$ cat config.mk
export PLATFORM = sky130hd
export DESIGN_NAME = seg7_scan_driver
export DESIGN_NICKNAME = d
export VERILOG_FILES = /design/src/rtl/seg7_pkg.sv /design/src/rtl/hex_digit_decode.sv /design/src/rtl/seg7_scan_driver.sv
export SDC_FILE = /design/constraint.sdc
export NUM_CORES = 1
export LEC_CHECK = 0
export ABC_AREA = 0
export BUFFER_PORTS_ARGS = -buffer_cell sky130_fd_sc_hd__buf_2
export CORE_MARGIN = 8
export CORE_UTILIZATION = 35
export CTS_CLUSTER_DIAMETER = 50
export DETAILED_ROUTE_END_ITERATION = 7
export PLACE_DENSITY = 0.54
export SETUP_SLACK_MARGIN = 0.5
export SLEW_MARGIN = 0
export SYNTH_ARGS = -nofsm -noshare
export SYNTH_HDL_FRONTEND = slang
export SYNTH_SLANG_ARGS = --single-unit
$ cat constraint.sdc
create_clock -name clk -period 4.8 [get_ports clk]
set_input_delay 0.72 -clock clk [delete_from_list [all_inputs] [get_ports clk]]
set_output_delay 0.72 -clock clk [all_outputs]
set_load 0.03 [all_outputs]
$ cat src/rtl/seg7_pkg.sv
// Shared glyph definitions for the seven-segment scan driver.
// Glyphs are active-high, bit order {a,b,c,d,e,f,g}.
package seg7_pkg;

    typedef logic [6:0] glyph_t;

    localparam glyph_t SEG_BLANK = 7'b0000000;

    localparam glyph_t GLYPH_0 = 7'b1111110;
    localparam glyph_t GLYPH_1 = 7'b0110000;
    localparam glyph_t GLYPH_2 = 7'b1101101;
    localparam glyph_t GLYPH_3 = 7'b1111001;
    localparam glyph_t GLYPH_4 = 7'b0110011;
    localparam glyph_t GLYPH_5 = 7'b1011011;
    localparam glyph_t GLYPH_6 = 7'b1011111;
    localparam glyph_t GLYPH_7 = 7'b1110000;
    localparam glyph_t GLYPH_8 = 7'b1111111;
    localparam glyph_t GLYPH_9 = 7'b1111011;
    localparam glyph_t GLYPH_A = 7'b1110111;
    localparam glyph_t GLYPH_B = 7'b0011111;
    localparam glyph_t GLYPH_C = 7'b1001110;
    localparam glyph_t GLYPH_D = 7'b0111101;
    localparam glyph_t GLYPH_E = 7'b1001111;
    localparam glyph_t GLYPH_F = 7'b1000111;

    function automatic glyph_t hex_to_glyph(input logic [3:0] nibble);
        glyph_t glyph;
        case (nibble)
            4'h0:    glyph = GLYPH_0;
            4'h1:    glyph = GLYPH_1;
            4'h2:    glyph = GLYPH_2;
            4'h3:    glyph = GLYPH_3;
            4'h4:    glyph = GLYPH_4;
            4'h5:    glyph = GLYPH_5;
            4'h6:    glyph = GLYPH_6;
            4'h7:    glyph = GLYPH_7;
            4'h8:    glyph = GLYPH_8;
            4'h9:    glyph = GLYPH_9;
            4'hA:    glyph = GLYPH_A;
            4'hB:    glyph = GLYPH_B;
            4'hC:    glyph = GLYPH_C;
            4'hD:    glyph = GLYPH_D;
            4'hE:    glyph = GLYPH_E;
            4'hF:    glyph = GLYPH_F;
            default: glyph = SEG_BLANK;
        endcase
        return glyph;
    endfunction

    // Maps an active-high glyph onto pin levels for the chosen polarity.
    function automatic glyph_t apply_polarity(input glyph_t glyph, input logic active_low);
        glyph_t pins;
        if (active_low) begin
            pins = ~glyph;
        end else begin
            pins = glyph;
        end
        return pins;
    endfunction

endpackage

$ cat src/rtl/hex_digit_decode.sv
// Combinational nibble to active-high seven-segment glyph decoder.
module hex_digit_decode
    import seg7_pkg::*;
(
    input  logic [3:0] nibble,
    output glyph_t     glyph
);

    // Pure table lookup; polarity is handled by the caller.
    always_comb begin
        glyph = hex_to_glyph(nibble);
    end

endmodule

$ cat src/rtl/seg7_scan_driver.sv
// Multiplexed N-digit seven-segment driver: shadow-latched hex value,
// refresh prescaler, digit scan with leading-zero blanking, registered pins.
module seg7_scan_driver
    import seg7_pkg::*;
#(
    parameter int NUM_DIGITS     = 4,
    parameter int REFRESH_DIV    = 100000,
    parameter bit SEG_ACTIVE_LOW = 1'b1,
    parameter bit AN_ACTIVE_LOW  = 1'b1
) (
    input  logic                      clk,
    input  logic                      rst,
    input  logic                      load,
    input  logic [4*NUM_DIGITS-1:0]   value,
    input  logic [NUM_DIGITS-1:0]     dp_in,
    input  logic                      blank_lz,
    output logic [6:0]                seg,
    output logic                      dp,
    output logic [NUM_DIGITS-1:0]     an,
    output logic                      frame_tick
);

    localparam int PRESC_W = (REFRESH_DIV > 1) ? $clog2(REFRESH_DIV) : 1;
    localparam int IDX_W   = (NUM_DIGITS > 1) ? $clog2(NUM_DIGITS) : 1;

    localparam logic [PRESC_W-1:0]    PRESC_LAST = PRESC_W'(REFRESH_DIV - 1);
    localparam logic [IDX_W-1:0]      IDX_LAST   = IDX_W'(NUM_DIGITS - 1);
    localparam glyph_t                SEG_OFF    = SEG_ACTIVE_LOW ? 7'b1111111 : 7'b0000000;
    localparam logic                  DP_OFF     = SEG_ACTIVE_LOW;
    localparam logic [NUM_DIGITS-1:0] AN_OFF     = AN_ACTIVE_LOW ? {NUM_DIGITS{1'b1}}
                                                                 : {NUM_DIGITS{1'b0}};

    logic [4*NUM_DIGITS-1:0] shadow_value_r;
    logic [NUM_DIGITS-1:0]   shadow_dp_r;
    logic                    shadow_blank_r;
    logic [PRESC_W-1:0]      presc_r;
    logic [IDX_W-1:0]        idx_r;
    glyph_t                  seg_r;
    logic                    dp_r;
    logic [NUM_DIGITS-1:0]   an_r;
    logic                    frame_tick_r;

    logic [PRESC_W-1:0]      presc_next_s;
    logic [IDX_W-1:0]        idx_next_s;
    logic                    frame_wrap_s;
    logic [NUM_DIGITS-1:0]   zero_tail_s;
    logic [NUM_DIGITS-1:0]   blank_mask_s;
    logic [3:0]              nibble_s;
    logic                    dp_sel_s;
    logic                    blank_sel_s;
    glyph_t                  glyph_s;
    glyph_t                  seg_lit_s;
    logic [NUM_DIGITS-1:0]   an_lit_s;

    // Shadow registers capture a new display image only on the load strobe.
    always_ff @(posedge clk or posedge rst) begin
        if (rst) begin
            shadow_value_r <= {(4*NUM_DIGITS){1'b0}};
            shadow_dp_r    <= {NUM_DIGITS{1'b0}};
            shadow_blank_r <= 1'b0;
        end else if (load) begin
            shadow_value_r <= value;
            shadow_dp_r    <= dp_in;
            shadow_blank_r <= blank_lz;
        end else begin
            shadow_value_r <= shadow_value_r;
            shadow_dp_r    <= shadow_dp_r;
            shadow_blank_r <= shadow_blank_r;
        end
    end

    // Prescaler terminal count advances the scan index; a wrap marks a frame.
    always_comb begin
        presc_next_s = presc_r + PRESC_W'(1'b1);
        idx_next_s   = idx_r;
        frame_wrap_s = 1'b0;
        if (presc_r == PRESC_LAST) begin
            presc_next_s = {PRESC_W{1'b0}};
            if (idx_r == IDX_LAST) begin
                idx_next_s   = {IDX_W{1'b0}};
                frame_wrap_s = 1'b1;
            end else begin
                idx_next_s   = idx_r + IDX_W'(1'b1);
                frame_wrap_s = 1'b0;
            end
        end else begin
            idx_next_s   = idx_r;
            frame_wrap_s = 1'b0;
        end
    end

    // Scan state registers.
    always_ff @(posedge clk or posedge rst) begin
        if (rst) begin
            presc_r <= {PRESC_W{1'b0}};
            idx_r   <= {IDX_W{1'b0}};
        end else begin
            presc_r <= presc_next_s;
            idx_r   <= idx_next_s;
        end
    end

    // A digit is blanked when it and every more-significant nibble are zero.
    always_comb begin
        logic tail_zero;
        tail_zero    = 1'b1;
        zero_tail_s  = {NUM_DIGITS{1'b0}};
        blank_mask_s = {NUM_DIGITS{1'b0}};
        for (int k = NUM_DIGITS - 1; k >= 0; k--) begin
            tail_zero      = tail_zero & (shadow_value_r[4*k +: 4] == 4'h0);
            zero_tail_s[k] = tail_zero;
        end
        for (int k = 1; k < NUM_DIGITS; k++) begin
            blank_mask_s[k] = shadow_blank_r & zero_tail_s[k];
        end
    end

    // Select the active digit's nibble, decimal point and blanking decision.
    always_comb begin
        nibble_s    = shadow_value_r[{idx_r, 2'b00} +: 4];
        dp_sel_s    = shadow_dp_r[idx_r];
        blank_sel_s = blank_mask_s[idx_r];
        an_lit_s    = {NUM_DIGITS{1'b0}};
        an_lit_s[idx_r] = 1'b1;
    end

    hex_digit_decode u_decode (
        .nibble (nibble_s),
        .glyph  (glyph_s)
    );

    // Blanked digits keep their anode slot but drive no segments.
    always_comb begin
        if (blank_sel_s) begin
            seg_lit_s = SEG_BLANK;
        end else begin
            seg_lit_s = glyph_s;
        end
    end

    // Pin registers, refreshed every cycle from the current index and shadow.
    always_ff @(posedge clk or posedge rst) begin
        if (rst) begin
            seg_r        <= SEG_OFF;
            dp_r         <= DP_OFF;
            an_r         <= AN_OFF;
            frame_tick_r <= 1'b0;
        end else begin
            seg_r        <= apply_polarity(seg_lit_s, SEG_ACTIVE_LOW);
            dp_r         <= dp_sel_s ^ DP_OFF;
            an_r         <= an_lit_s ^ AN_OFF;
            frame_tick_r <= frame_wrap_s;
        end
    end

    assign seg        = seg_r;
    assign dp         = dp_r;
    assign an         = an_r;
    assign frame_tick = frame_tick_r;

endmodule
==> out/metrics.yaml, run 1 <==
run_status:
  run_status: "complete, no violations"
place:
  pre_cts_slack_ns: 2.62
  hpwl_mm: 3.36
  portBuffers: 36
  gp_congestion: 0.755
sta:
  setup-violations-final: 0
  period_needed_ns: 2.19
  hold_viol: 0
  fin_ws_ns: 2.61
  fmax_ghz: 0.456
  final.setup.tns_ns: 0
  finalCritPeriodShare_pct: 45.7
  tightest_slew_ns: 0.661
  rsz0062_at_grt: "false"
  slew_violations: 0
  finalClockSkew_ns: 0.00730
  relSlewSlack_pct: 55.9
clocking:
  cts_buffers: 5
  holdBufCountCts: 0
  post_cts_buffers: 0
  clk_pin_slew_ns: 0.10
  insertion_delay_ns: 0.30
  cts.sinks: 53
  root_buffer: "clkbuf_8"
  cts_tree: "built"
  clockBufferDepth: 2
  post_cts_resize_count: 0
  htree_levels: 2
synthesis:
  synthTopCellsByArea: "dfrtp_1 (41%), dfstp_2 (13%), mux2_2 (10%)"
  synth_top_area_share_pct: 40.7
  yosysTopAreaCell: "dfrtp_1"
  synth_area_per_cell_um2: 12.4
  syn_inst: 204
  synth-seq-area-share_pct: 53.2
  yosys.cell_types.count: 36
  syn_area_um2: 2520
  yosysWarnings: 0
  synth_fp_nets: 239
  synth_flop_cell: "dfrtp_1"
  synth_edf_count: 0
  ys_seq_elements: 53
  asyncSetResetFlopFracSynth_pct: 100
die:
  start_util_pct: 35.5
  die_area_um2: 10200
  rows: 31
  core_um2: 7100
  io_pins: 37
  die_h_um: 101
  die_x_um: 101
power:
  vdd_drop_max_mv: 0.139
  p_leak_nw: 1.26
  power.density_nw_per_um2: 305
detailed_routing:
  routed_wl_mm: 4.65
  drc: 0
  via_count: 1591
  ant_nets: 0
  wl_per_cell_um: 13.6
  drtIter0Drc: 64
  dr.pass1.iters: 4
  routed_via_density: 4.65
worst_setup_path:
  critPathMaxFanout: 7
  worst_setup_path_start_kind: "flip-flop"
  startpoint: "idx_r[0]$_DFFE_PP0N_"
  worst_r2r_startpoint: "idx_r[0]$_DFFE_PP0N_"
  required_ns: 5.03
  critPathArrivalTime_ns: 2.43
  worst_setup_path_end_kind: "flip-flop"
  crit_type: "flip-flop to flip-flop"
cells_and_area:
  synthToLayoutAreaGrowth_pct: 14.8
  drive_gt1_share_pct: 37.4
  fillers: 704
  antenna_cells: 0
  nets: 277
min_path:
  min_from: "presc_r[4]$_DFF_PP0_"
  min_path_type: "flip-flop to flip-flop"
grt:
  antenna_found_initial: 0
  grt_overflow: 0
  first_global_vias: 1609
  grt_pass1_wl_mm: 8.06
  grt_max_degree: 54
  grt_usage_pct: 10.1
job:
  cap_violations: 0
-- report_power, final --
| group | internal (mW) | switching [mW] |
|---|---|---|
| sequential | 0.482 | 0.0156 |
| clock | 0.107 | 0.153 |
| combinational | 0.0511 | 0.0728 |
| total | 0.640 | 0.242 |
-- sequential cells by signal (all words and copies together), names as in the netlist --
signal / count
dp: 1
shadow_dp_r: 4
frame_tick: 1
idx_r: 2
shadow_value_r: 16
presc_r: 17
seg: 7
an: 4
shadow_blank_r: 1
-- synthesized netlist by cell type, types with 2 or more instances --
cell,n
buf_2,3
o221ai_1,2
dfstp_2,12
mux4_2,3
clkbuf_1,2
o21ai_0,4
and3_1,4
mux2i_1,9
o21ai_2,2
nor4_1,3
nand2_1,8
ha_1,11
o311ai_0,2
nor3_1,4
o211ai_1,2
mux2_2,23
dfrtp_1,41
inv_1,11
xor2_1,4
nor2_1,12
nand3_1,7
a21oi_1,7
xnor2_1,10
nand4_1,5
nor2b_1,2
-- area by class of cell --
cell class / instances / area, um^2 / share of cell area, %
Multi-Input combinational cell: 133 / 1100 / 38.0
Timing Repair Buffer: 37 / 188 / 6.49
Sequential cell: 53 / 1340 / 46.4
Tap cell: 99 / 124 / 4.28
Clock buffer: 5 / 68.8 / 2.38
Inverter: 12 / 45.0 / 1.56
Clock inverter: 3 / 26.3 / 0.908
-- metrics by stage --
step,instances,area (um^2),power [mW],util (%),hold slack [ns]
final,342,2890,0.881,40.8,0.494
after global routing,342,2890,0.934,40.8,0.514
after CTS,342,2890,0.902,40.8,0.499
after detailed placement,334,2800,0.633,39.4,0.481
after global placement,334,2800,0.634,39.4,0.475
after floorplan,204,2520,0.595,-,0.453
-- layer usage --
metal	wire, um	vias up	track usage (%)
li1	-	805	-
met1	2360	749	14.4
met2	1930	33	13.4
met3	286	4	3.38
met4	67	0	4.19
met5	0	-	0
-- cells in the final DEF, fill, tap and decap left out, types with 2 or more instances in the layout --
master and instances:
inv_1 10, nor3_1 4, clkinv_4 2, xnor2_1 10, o221ai_1 2, buf_2 36
o21ai_2 2, o21ai_0 4, nand4_1 5, nor4_1 3, ha_1 11, and3_1 4
inv_2 2, mux2i_1 9, nor2b_1 2, xor2_1 4, nand3_1 7, o211ai_1 2
clkbuf_8 5, dfrtp_1 41, mux2_2 23, nor2_1 12, dfstp_2 12, a21oi_1 7
o311ai_0 2, nand2_1 8, mux4_2 3
-- worst paths after layout --
path | to | slack (ns) | depth (start not counted)
setup / recovery | seg[6]$_DFF_PP1_ | 2.61 | 7
hold / removal | presc_r[4]$_DFF_PP0_ | 0.49 | 1
setup reg to reg | seg[6]$_DFF_PP1_ | 2.61 | 7
hold reg to reg | presc_r[4]$_DFF_PP0_ | 0.49 | 1
max in group asynchronous | presc_r[15]$_DFF_PP0_ | 3.78 | 3
min in group asynchronous | presc_r[13]$_DFF_PP0_ | 0.58 | 3
-- worst max-delay path, stage by stage (launching register included) --
cell and delay [ns]:
dfrtp_1 0.55, mux4_2 0.63, inv_1 0.14, ha_1 0.29, mux2i_1 0.11, a21oi_1 0.16, a21oi_1 0.07, o21ai_0 0.16
-- kinds of logic (layout without fill, tap and decap cells) --
kind of cell             after synthesis  after routing  synth area share [%]
AO/OA/AOI/OAI                         21             21                  5.41
XOR/XNOR                              14             14                  4.87
multiplexers                          35             35                  16.5
buffers and inverters                 18             57                  3.13
adder cells (fa/ha/maj)               11             11                  5.46
AND/OR/NAND/NOR                       52             52                  11.4
flip-flops                            53             53                  53.2
Note: power is estimated with default switching activity, not from simulation.
==> run 2: changes to the inputs <==
==> constraint.sdc (replaced) <==
create_clock -name clk -period 2.1 [get_ports clk]
set_input_delay 0.315 -clock clk [delete_from_list [all_inputs] [get_ports clk]]
set_output_delay 0.315 -clock clk [all_outputs]
set_load 0.03 [all_outputs]
==> out/metrics.yaml, run 2 (synthesis results as in run 1) <==
run_status:
  run_status: "complete, no violations"
cells_and_area:
  final_cell_mix: "dfrtp_1 (39), buf_2 (36), mux2_2 (21)"
  synthToLayoutAreaGrowth_pct: 30.1
  largest-register: "presc_r"
  fillers: 641
  final_common_cell: "dfrtp_1"
  layout.area.seq_um2: 1340
  multiInputGateArea_um2: 1280
  nets: 295
  drive_gt1_share_pct: 52.1
  antenna_cells: 0
  largest_reg_flops: 17
power:
  vdd_drop_max_mv: 0.362
  p_leak_nw: 1.41
  power.density_nw_per_um2: 688
detailed_routing:
  ant_nets: 0
  wl_per_cell_um: 14.4
  routed_wl_mm: 5.20
  routed_via_density: 4.78
  drtIter0Drc: 38
  dr.pass1.iters: 4
  via_count: 1720
  drc: 0
clocking:
  root_buffer: "clkbuf_8"
  clk_pin_slew_ns: 0.10
  htree_levels: 2
  holdBufCountCts: 0
  clockBufferDepth: 2
  cts_buffers: 5
  cts_tree: "built"
  cts.sinks: 53
  insertion_delay_ns: 0.31
grt:
  grt_usage_pct: 10.4
  grt_pass1_wl_mm: 8.44
  antenna_found_initial: 0
  grt_overflow: 0
  grt_use_met2_pct: 14.3
  grt_max_degree: 54
  first_global_vias: 1687
  grt_use_met1_pct: 15.1
  busiest_layer: "met1"
  met3_usage_pct: 3.18
worst_setup_path:
  worst_setup_path_start_kind: "flip-flop"
  worst_setup_path_end_kind: "flip-flop"
  crit_type: "flip-flop to flip-flop"
  critPathMaxFanout: 5
  critPathArrivalTime_ns: 2.05
  required_ns: 2.35
sta:
  final.setup.tns_ns: 0
  fmax_ghz: 0.555
  hold_viol: 0
  finalClockSkew_ns: 0.0141
  rsz0062_at_grt: "true"
  finalCritPeriodShare_pct: 85.8
  fin_ws_ns: 0.297
  period_needed_ns: 1.80
  slew_violations: 0
  relSlewSlack_pct: 70.8
  setup-violations-final: 0
  tightest_slew_ns: 0.426
die:
  die_x_um: 101
  die_area_um2: 10200
  die_h_um: 101
  core_um2: 7100
  start_util_pct: 35.5
  rows: 31
  io_pins: 37
place:
  pre_cts_slack_ns: 0.223
  gp_congestion: 0.788
  hpwl_mm: 3.43
  portBuffers: 36
min_path:
  min_path_type: "input port to asynchronous set/reset pin"
job:
  cap_violations: 0
## run 2: changes by cell type in the layout (fill, tap and decap cells not counted), moves of 4 or more
cell    previous run  this run
buf_6              0         4
ha_4               0         5
nor2_1            12         7
nor2_2             0         5
ha_1              11         6
buf_4              1        11
## run 2: worst max-delay path, stage by stage (launching register included)
cell and delay (ns):
dfrtp_2 0.41, mux4_2 0.60, inv_4 0.15, ha_4 0.15, mux2i_2 0.06, a21oi_1 0.14, a21oi_1 0.09, o21ai_1 0.13
## run 2: final timing paths
check / startpoint / end / slack (ns) / depth (start not counted)
max: idx_r[0]$_DFFE_PP0N_ / seg[6]$_DFF_PP1_ / 0.30 / 7
min: rst / presc_r[4]$_DFF_PP0_ / 0.04 / 3
max reg2reg: idx_r[0]$_DFFE_PP0N_ / seg[6]$_DFF_PP1_ / 0.30 / 7
min reg2reg: presc_r[4]$_DFF_PP0_ / presc_r[4]$_DFF_PP0_ / 0.49 / 1
max in group asynchronous: rst / dp$_DFF_PP1_ / 1.78 / 3
min in group clk: value[6] / shadow_value_r[6]$_DFFE_PP0P_ / 0.22 / 2
## run 2: layer usage
metal / wire length (um) / part of all wire (%) / vias up
li1: - / - / 838
met1: 2560 / 49 / 841
met2: 2330 / 45 / 36
met3: 261 / 5.0 / 5
met4: 57 / 1.1 / 0
met5: 0 / 0 / -
## run 2: timing repair
item,in CTS,in global routing
pin swaps,6,12
setup buffers,8,7
setup endpoints to repair,19,19
gates resized for setup,10,25
cloned,1,0
## run 2: layout make-up
class / instances / share of cell area [%]
Clock buffer: 5 / 2.10
Timing Repair Buffer: 54 / 11.2
Sequential cell: 53 / 41.0
Inverter: 12 / 1.53
Multi-Input combinational cell: 134 / 38.9
Clock inverter: 3 / 1.45
Tap cell: 99 / 3.78
## run 2: stage by stage
stage | std cells | hold WS (ns) | total power [mW] | utilization [%] | instance area [um^2]
6_report | 360 | 0.0365 | 2.25 | 46.2 | 3280
5_1_grt | 360 | 0.0444 | 2.36 | 46.2 | 3280
4_1_cts | 353 | 0.0378 | 2.22 | 43.7 | 3100
3_5_place_dp | 336 | 0.388 | 1.47 | 40.3 | 2860
3_3_place_gp | 336 | 0.385 | 1.46 | 40.3 | 2860
2_1_floorplan | 204 | 0.453 | 1.37 | - | 2560
## run 2: report_power, final
part / leakage [nW] / switching, mW / internal [mW]
clock: 0.0591 / 0.355 / 0.364
sequential: 0.633 / 0.0369 / 1.10
combinational: 0.722 / 0.209 / 0.187
total: 1.41 / 0.601 / 1.65
